$ cat config.mk
export PLATFORM = sky130hd
export DESIGN_NAME = ram3_write_arbiter
export DESIGN_NICKNAME = d
export VERILOG_FILES = /design/src/rtl/ram3_write_arbiter.sv
export SDC_FILE = /design/constraint.sdc
export NUM_CORES = 1
export LEC_CHECK = 0
export BUFFER_PORTS_ARGS = -buffer_cell sky130_fd_sc_hd__buf_2
export CAP_MARGIN = 20
export CORE_UTILIZATION = 39
export CTS_BUF_LIST = sky130_fd_sc_hd__clkbuf_4 sky130_fd_sc_hd__clkbuf_8 sky130_fd_sc_hd__clkbuf_16
export CTS_CLUSTER_DIAMETER = 100
export DETAILED_ROUTE_END_ITERATION = 10
export GPL_TIMING_DRIVEN = 0
export PLACE_DENSITY = 0.73
export SYNTH_ARGS = -nofsm -noshare
export SYNTH_HDL_FRONTEND = slang
export SYNTH_SLANG_ARGS = --single-unit
$ cat constraint.sdc
create_clock -name clk -period 1.7 [get_ports clk]
set_clock_uncertainty 0.2 [all_clocks]
set_input_delay 0.085 -clock clk [delete_from_list [all_inputs] [get_ports clk]]
set_output_delay 0.085 -clock clk [all_outputs]
set_load 0.01 [all_outputs]
$ cat src/rtl/ram3_write_arbiter.sv
// Write-port sequencer for the 3R/1W register file: initialises every word after
// reset or clear, then shares the single write port among clients by round-robin.
module ram3_write_arbiter #(
  parameter int                Width        = 8,
  parameter int                AddressWidth = 4,
  parameter int                Requesters   = 4,
  parameter logic [Width-1:0]  InitValue    = {Width{1'b0}},
  localparam int               IdW          = $clog2(Requesters)
) (
  input  logic                             clk,
  input  logic                             rst,
  input  logic                             clear,
  input  logic [Requesters-1:0]            req_valid,
  input  logic [Requesters*AddressWidth-1:0] req_addr,
  input  logic [Requesters*Width-1:0]      req_data,
  output logic [Requesters-1:0]            req_ready,
  output logic                             we,
  output logic [AddressWidth-1:0]          waddr,
  output logic [Width-1:0]                 D,
  output logic                             busy,
  output logic [IdW-1:0]                   grant_id
);

  // Handshake: a client's write is accepted in the cycle where req_valid[i] &
  // req_ready[i] are both high; ready is never high in INIT, under rst, or with clear.

  typedef enum logic {INIT = 1'b0, RUN = 1'b1} state_t;

  state_t                  state;
  logic [AddressWidth-1:0] cnt;
  logic [IdW-1:0]          ptr;
  logic                    found;
  logic [IdW-1:0]          gid;
  logic                    accept;

  // First valid client at or after the pointer, wrapping around.
  always_comb begin
    found = 1'b0;
    gid   = '0;
    for (int k = 0; k < Requesters; k++) begin
      if (!found && req_valid[(int'(ptr) + k) % Requesters]) begin
        found = 1'b1;
        gid   = IdW'((int'(ptr) + k) % Requesters);
      end
    end
  end

  assign accept   = (state == RUN) && !clear && !rst && found;
  assign busy     = (state == INIT) || rst;
  assign grant_id = gid;

  always_comb begin
    req_ready = '0;
    if (accept) req_ready[gid] = 1'b1;
  end

  always_ff @(posedge clk) begin
    if (rst) begin
      state <= INIT;
      cnt   <= '0;
      ptr   <= '0;
      we    <= 1'b0;
      waddr <= '0;
      D     <= '0;
    end else begin
      case (state)
        INIT: begin
          we    <= 1'b1;
          waddr <= cnt;
          D     <= InitValue;
          if (cnt == {AddressWidth{1'b1}}) begin
            cnt   <= '0;
            state <= RUN;
          end else begin
            cnt <= cnt + 1'b1;
          end
        end
        RUN: begin
          if (clear) begin
            we    <= 1'b0;
            cnt   <= '0;
            state <= INIT;
          end else if (accept) begin
            we    <= 1'b1;
            waddr <= req_addr[int'(gid)*AddressWidth +: AddressWidth];
            D     <= req_data[int'(gid)*Width +: Width];
            ptr   <= (gid == IdW'(Requesters - 1)) ? '0 : gid + 1'b1;
          end else begin
            we <= 1'b0;
          end
        end
        default: begin
          we    <= 1'b0;
          state <= INIT;
        end
      endcase
    end
  end

endmodule

==> flow_metrics.env, run 1 <==
export IMPL_ant_nets=0
export IMPL_initial_core_util=0.409
export IMPL_start_kind="flop"
export IMPL_vias=2224
export IMPL_outcome="finished with violations"
export IMPL_cts_tree="yes"
export IMPL_sw_frac_of_total=0.317
export IMPL_ir_drop_mv=0.578
export IMPL_areaGrowthSynthToFinish_pct=121
export IMPL_violations="setup timing"
export IMPL_synth_nets=201
export IMPL_gp_congestion=0.797
export IMPL_cap_violations=0
export IMPL_criticalPathCategory="flop to output pin"
export IMPL_power_switching_mw=0.404
export IMPL_yosys_area_top_type="dfxtp_1"
export IMPL_dr_pass1_iters=8
export IMPL_ys_seq_area_frac=0.320
export IMPL_viasPerCell=6.47
export IMPL_reg2reg_from="ptr[0]$_SDFFE_PP0P_"
export IMPL_path_clk_slew_ps=140
export IMPL_netlist_top_cells_area="dfxtp_1 32%, mux2i_1 18%, o221ai_1 7.7%, nor2_1 4.8%, a21oi_1 4.0%"
export IMPL_synth_top_area_share=0.320
export IMPL_place_ws_ps=-216
export IMPL_port_buffers=74
export IMPL_cts_buffers=3
export IMPL_sequentialPowerShare=0.380
export IMPL_cp_end_kind="output pin"
export IMPL_wl_per_cell_um=25.9
export IMPL_rows=20
export IMPL_hold_class="primary input to flop"
export IMPL_initialDrtViolationCount=374
export IMPL_grtUsageTotal=0.400
export IMPL_clk_latency_ps=320
export IMPL_cp_data_arrival_time_ps=1870
export IMPL_postLayoutSetupSlackWorst_ps=-452
export IMPL_cts_root_buffer="clkbuf_4"
export IMPL_synth_area_mm2=0.00125
export IMPL_p_leak_nw=1.30
export IMPL_clkSinkCount=20
export IMPL_clkPwrFrac=0.244
export IMPL_hpwl_um=2600
export IMPL_cts_buffer_depth=2
export IMPL_hold_viol_final=0
export IMPL_setup_worst_path_start="ptr[1]$_SDFFE_PP0P_"
export IMPL_core_mm2=0.00305
export IMPL_worstMarginPinSlew_ps=647
export IMPL_grt_pass1_vias=1982
export IMPL_antennaDiodeCount=0
export IMPL_ios=75
export IMPL_die_area_mm2=0.00344
export IMPL_nFillCells=116
export IMPL_synth_area_per_cell_um2=8.68
export IMPL_final_cell_area_mm2=0.00276
export IMPL_powerDensity_mw_per_mm2=463
export IMPL_hold_slack_ps=60.2
export IMPL_dpl_cell_area_mm2=0.00171
export IMPL_hp_start="rst"
export IMPL_period_needed_ps=2150
export IMPL_p_int_mw=0.871
export IMPL_nets=358
export IMPL_drc_errors=0
export IMPL_syn_instance_count=144
export IMPL_die_x_um=58.6
export IMPL_antenna_found_initial=0
export IMPL_grt_pass1_wl_um=10100
export IMPL_maxSlewHeadroom=0.565
export IMPL_required_ps=1410
export IMPL_path_max_fanout=5
export IMPL_maxSlewViolCount=0
export IMPL_period_share=1.27
export IMPL_rsz0062_at_grt="true"
export IMPL_fmax_ghz=0.465
export IMPL_yosysWarnings=0
export IMPL_totalWireLength_um=8900
export IMPL_die_h_um=58.6
export IMPL_synth_seq_cells=20
export IMPL_grt_overflow=0
export IMPL_finalSetupViolCount=20
export IMPL_ys_types=34
export IMPL_p_comb_frac=0.376
export IMPL_drive_gt1_frac=0.503
export IMPL_grt_max_degree=12
export IMPL_ctsHtreeMaxLevel=1
through the flow:
step                      total power [mW]   util  TNS [ps]  cells
after floorplan                      0.620      -     -9.51    144
final                                 1.28  0.903     -5730    344
after global placement               0.711  0.561     -3170    262
after CTS                             1.10  0.790     -3440    328
after detailed placement             0.715  0.561     -3030    262
after global routing                  1.32  0.903     -6460    344
routing by layer:
metal  routed length (um)  part of all wire  vias to the layer above  track usage
met5                    0                 0                        -            0
met4                  790             0.089                        0        0.282
met3                 1240              0.14                       93        0.145
met2                 3820              0.43                      282        0.658
met1                 3050              0.34                     1003        0.426
li1                     -                 -                      846            -
path summary, 6_finish.rpt:
path                                         endpoint  slack [ps]  cells after the start
worst max-delay path                     req_ready[0]        -450                      7
worst min-delay path            waddr[2]$_SDFFE_PP0P_          60                      3
worst max register to register      D[1]$_SDFFE_PP0P_        -400                      8
worst min register to register    cnt[1]$_SDFFE_PP0P_         340                      2
synthesized netlist by cell type:
master,instances
clkbuf_1,2
nor3b_2,1
a2111oi_0,1
o31ai_2,1
nand2_1,12
buf_6,4
nor3_1,3
a22oi_1,2
nand3_1,1
nor2b_1,2
dfxtp_1,20
a31oi_1,1
or2_2,3
ha_1,2
nand2b_1,5
nand3b_1,1
mux2i_1,23
or3_1,1
buf_2,1
o22ai_1,1
inv_1,7
a211oi_2,2
a2bb2oi_1,1
nor4_1,2
o21ai_1,1
nand4b_1,1
a311oi_1,1
o21a_1,1
o221ai_1,11
a211o_1,1
and2_1,1
o21ai_0,2
a21oi_1,10
nor2_1,16
power by group through the flow:
stage	clock network [mW]	registers [mW]	logic, mW
final	0.311	0.485	0.479
after global routing	0.344	0.486	0.492
after CTS	0.291	0.487	0.328
after global placement	0	0.498	0.213
after floorplan	0	0.499	0.121
after detailed placement	0	0.499	0.216
worst max-delay path: stages, from the launching register on:
cell and delay [ps]:
dfxtp_4 390, a21oi_2 60, nor3b_2 350, buf_4 220
o31ai_4 90, buf_6 160, nor2_4 140, buf_6 120
area by class of cell:
class,instances,area [um^2],area share
inverters,7,38.8,0.0141
well taps,44,55.1,0.0200
clock buffers,4,36.3,0.0132
plain buffers,6,71.3,0.0259
repair buffers,153,1190,0.433
flip-flops and latches,20,412,0.149
multi-input cells,110,950,0.345
cell families (layout without fill, tap and decap cells):
logic type,Yosys count,count (layout),synth area share
AOI/OAI and AO/OA,36,36,0.215
adders and majority gates,2,2,0.0200
and+or+nand+nor,49,49,0.193
buffers and inverters,14,170,0.0671
DFF,20,20,0.320
muxes,23,23,0.184
cells in the final DEF (no fill, tap or decap), drive strengths merged:
master and instances:
mux2i 23, nand2 12, clkbuf 8, a31oi 1, nor2 16, o22ai 1, nor3 3, o31ai 1
o221ai 11, nand3b 1, nor2b 2, clkinv 1, dlygate4sd3 49, or3 1, inv 6, a311oi 1
a22oi 2, o21a 1, ha 2, dfxtp 20, nor3b 1, buf 106, a21oi 10, a2bb2oi 1
a2111oi 1, nand2b 5, and2 1, nand4b 1, o21ai 3, a211o 1, or2 3, a211oi 2
nor4 2, nand3 1
repair_timing:
item | CTS | global route
hold buffers | 49 | 0
setup buffers | 13 | 16
setup endpoints to repair | 20 | 20
gates cloned | 0 | 2
hold endpoints to repair | 14 | 0
gates resized for setup | 19 | 45
pin swaps | 11 | 17
registers in the layout, indices dropped and copies added, names as in the netlist:
| signal | count |
|---|---|
| ptr | 2 |
| waddr | 4 |
| cnt | 4 |
| D | 8 |
| state | 1 |
| we | 1 |
Power figures use the tool's default switching activity.
==> run 2: changes to the inputs <==
- SETUP_SLACK_MARGIN: default -> 0.1
==> flow_metrics.env, run 2 (same netlist as run 1, synthesis figures left out) <==
export IMPL_p_leak_nw=1.24
export IMPL_cp_data_arrival_time_ps=1920
export IMPL_period_share=1.29
export IMPL_hold_class="primary input to flop"
export IMPL_ant_nets=0
export IMPL_reg2reg_from="ptr[0]$_SDFFE_PP0P_"
export IMPL_dr_pass1_iters=7
export IMPL_cts_buffer_depth=2
export IMPL_initial_core_util=0.409
export IMPL_path_clk_slew_ps=120
export IMPL_outcome="finished with violations"
export IMPL_ctsHtreeMaxLevel=1
export IMPL_rr_worst_depth=9
export IMPL_powerDensity_mw_per_mm2=474
export IMPL_place_ws_ps=-228
export IMPL_multi_input_area_um2=960
export IMPL_regArea_um2=409
export IMPL_drc_errors=0
export IMPL_layout_commonest_cell="buf_2"
export IMPL_clkSinkCount=20
export IMPL_maxSlewHeadroom=0.492
export IMPL_grt_pass1_wl_um=9380
export IMPL_grtUsageTotal=0.369
export IMPL_die_area_mm2=0.00344
export IMPL_drive_gt1_frac=0.495
export IMPL_die_h_um=58.6
export IMPL_nets=349
export IMPL_grt_max_degree=12
export IMPL_path_max_fanout=10
export IMPL_viasPerCell=6.09
export IMPL_wl_per_cell_um=23.5
export IMPL_ir_drop_mv=0.621
export IMPL_port_buffers=74
export IMPL_criticalPathCategory="flop to output pin"
export IMPL_cp_end_kind="output pin"
export IMPL_cts_root_buffer="clkbuf_4"
export IMPL_regMostFlops="D"
export IMPL_cts_buffers=3
export IMPL_finalSetupViolCount=20
export IMPL_vias=2047
export IMPL_start_kind="flop"
export IMPL_die_x_um=58.6
export IMPL_core_mm2=0.00305
export IMPL_fmax_ghz=0.455
export IMPL_gp_congestion=0.801
export IMPL_post_route_util=0.874
export IMPL_areaGrowthSynthToFinish_pct=114
export IMPL_ios=75
export IMPL_holdPathStages=3
export IMPL_layout_top_registers="D x8, cnt x4, waddr x4"
export IMPL_totalWireLength_um=7890
export IMPL_worstMarginPinSlew_ps=760
export IMPL_final_cell_area_mm2=0.00267
export IMPL_rsz0062_at_grt="true"
export IMPL_holdPathEnd="state$_SDFF_PP0_"
export IMPL_hpwl_um=2620
export IMPL_maxSlewViolCount=0
export IMPL_cts_tree="yes"
export IMPL_violations="setup timing"
export IMPL_clk_latency_ps=330
export IMPL_cap_violations=0
export IMPL_postLayoutSetupSlackWorst_ps=-500
export IMPL_grt_pass1_vias=1878
export IMPL_nFillCells=131
export IMPL_setup_worst_path_start="ptr[1]$_SDFFE_PP0P_"
export IMPL_hp_start="clear"
export IMPL_dpl_cell_area_mm2=0.00171
export IMPL_period_needed_ps=2200
export IMPL_rows=20
export IMPL_final_cell_mix="72 x buf_2, 49 x dlygate4sd3_1, 17 x dfxtp_1, 15 x mux2i_1"
export IMPL_worstReg2RegEnd="D[2]$_SDFFE_PP0P_"
export IMPL_initialDrtViolationCount=209
export IMPL_hold_viol_final=0
export IMPL_r2r_slack_ps=-460
export IMPL_required_ps=1410
export IMPL_largest_reg_flops=8
export IMPL_antenna_found_initial=0
export IMPL_grt_overflow=0
-- run 2: layout make-up --
cell class | count | share of cell area
sequential | 20 | 0.153
inverter | 7 | 0.0155
tap | 44 | 0.0206
antenna | 1 | 0.000938
buffer | 7 | 0.0309
clock buffer | 4 | 0.0136
multi-input combinational | 110 | 0.360
timing repair buffer | 143 | 0.406
-- run 2: how the worst max path moves through the flow --
stage | to | slack, ps | cells after the start
6_report | req_ready[2] | -500 | 8
5_1_grt | req_ready[2] | -580 | 8
4_1_cts | req_ready[3] | -340 | 9
3_5_place_dp | D[7]$_SDFFE_PP0P_ | -230 | 6
3_3_place_gp | req_ready[0] | -210 | 6
2_1_floorplan | ptr[0]$_SDFFE_PP0P_ | -10 | 10
-- run 2: metal layers --
layer / vias up / GRT usage / share of wire
met1: 930 / 0.381 / 0.35
li1: 833 / - / -
met4: 0 / 0.272 / 0.086
met5: - / 0 / 0
met3: 69 / 0.143 / 0.12
met2: 215 / 0.608 / 0.44
-- run 2: worst max-delay path, cell delays in order (launching register included) --
cell     delay, ps
dfxtp_4        400
a21oi_2        150
nor3b_2         60
buf_4          160
nor3_4         190
nand2_2        120
buf_6          170
nor2_1         160
buf_2          170
-- run 2: power by group --
part | total, mW | switching (mW) | internal (mW)
Combinational | 0.465 | 0.199 | 0.265
Sequential | 0.486 | 0.00985 | 0.477
Clock | 0.315 | 0.183 | 0.132
-- run 2: what timing repair did --
action,CTS,global route
endpoints found under the setup margin,20,21
hold buffers,49,0
buffers inserted,12,6
hold endpoints to repair,13,0
gates resized for setup,24,32
cloned,0,2
pin swaps,15,8
-- run 2: per-stage QoR --
stage	instances	TNS (ps)	hold WS, ps	power (mW)
after global routing	335	-7760	5.66	1.30
after CTS	327	-3850	3.07	1.11
after floorplan	144	-9.51	71.4	0.620
after global placement	262	-2970	203	0.712
final	336	-6260	10.4	1.27
after detailed placement	262	-3100	207	0.715
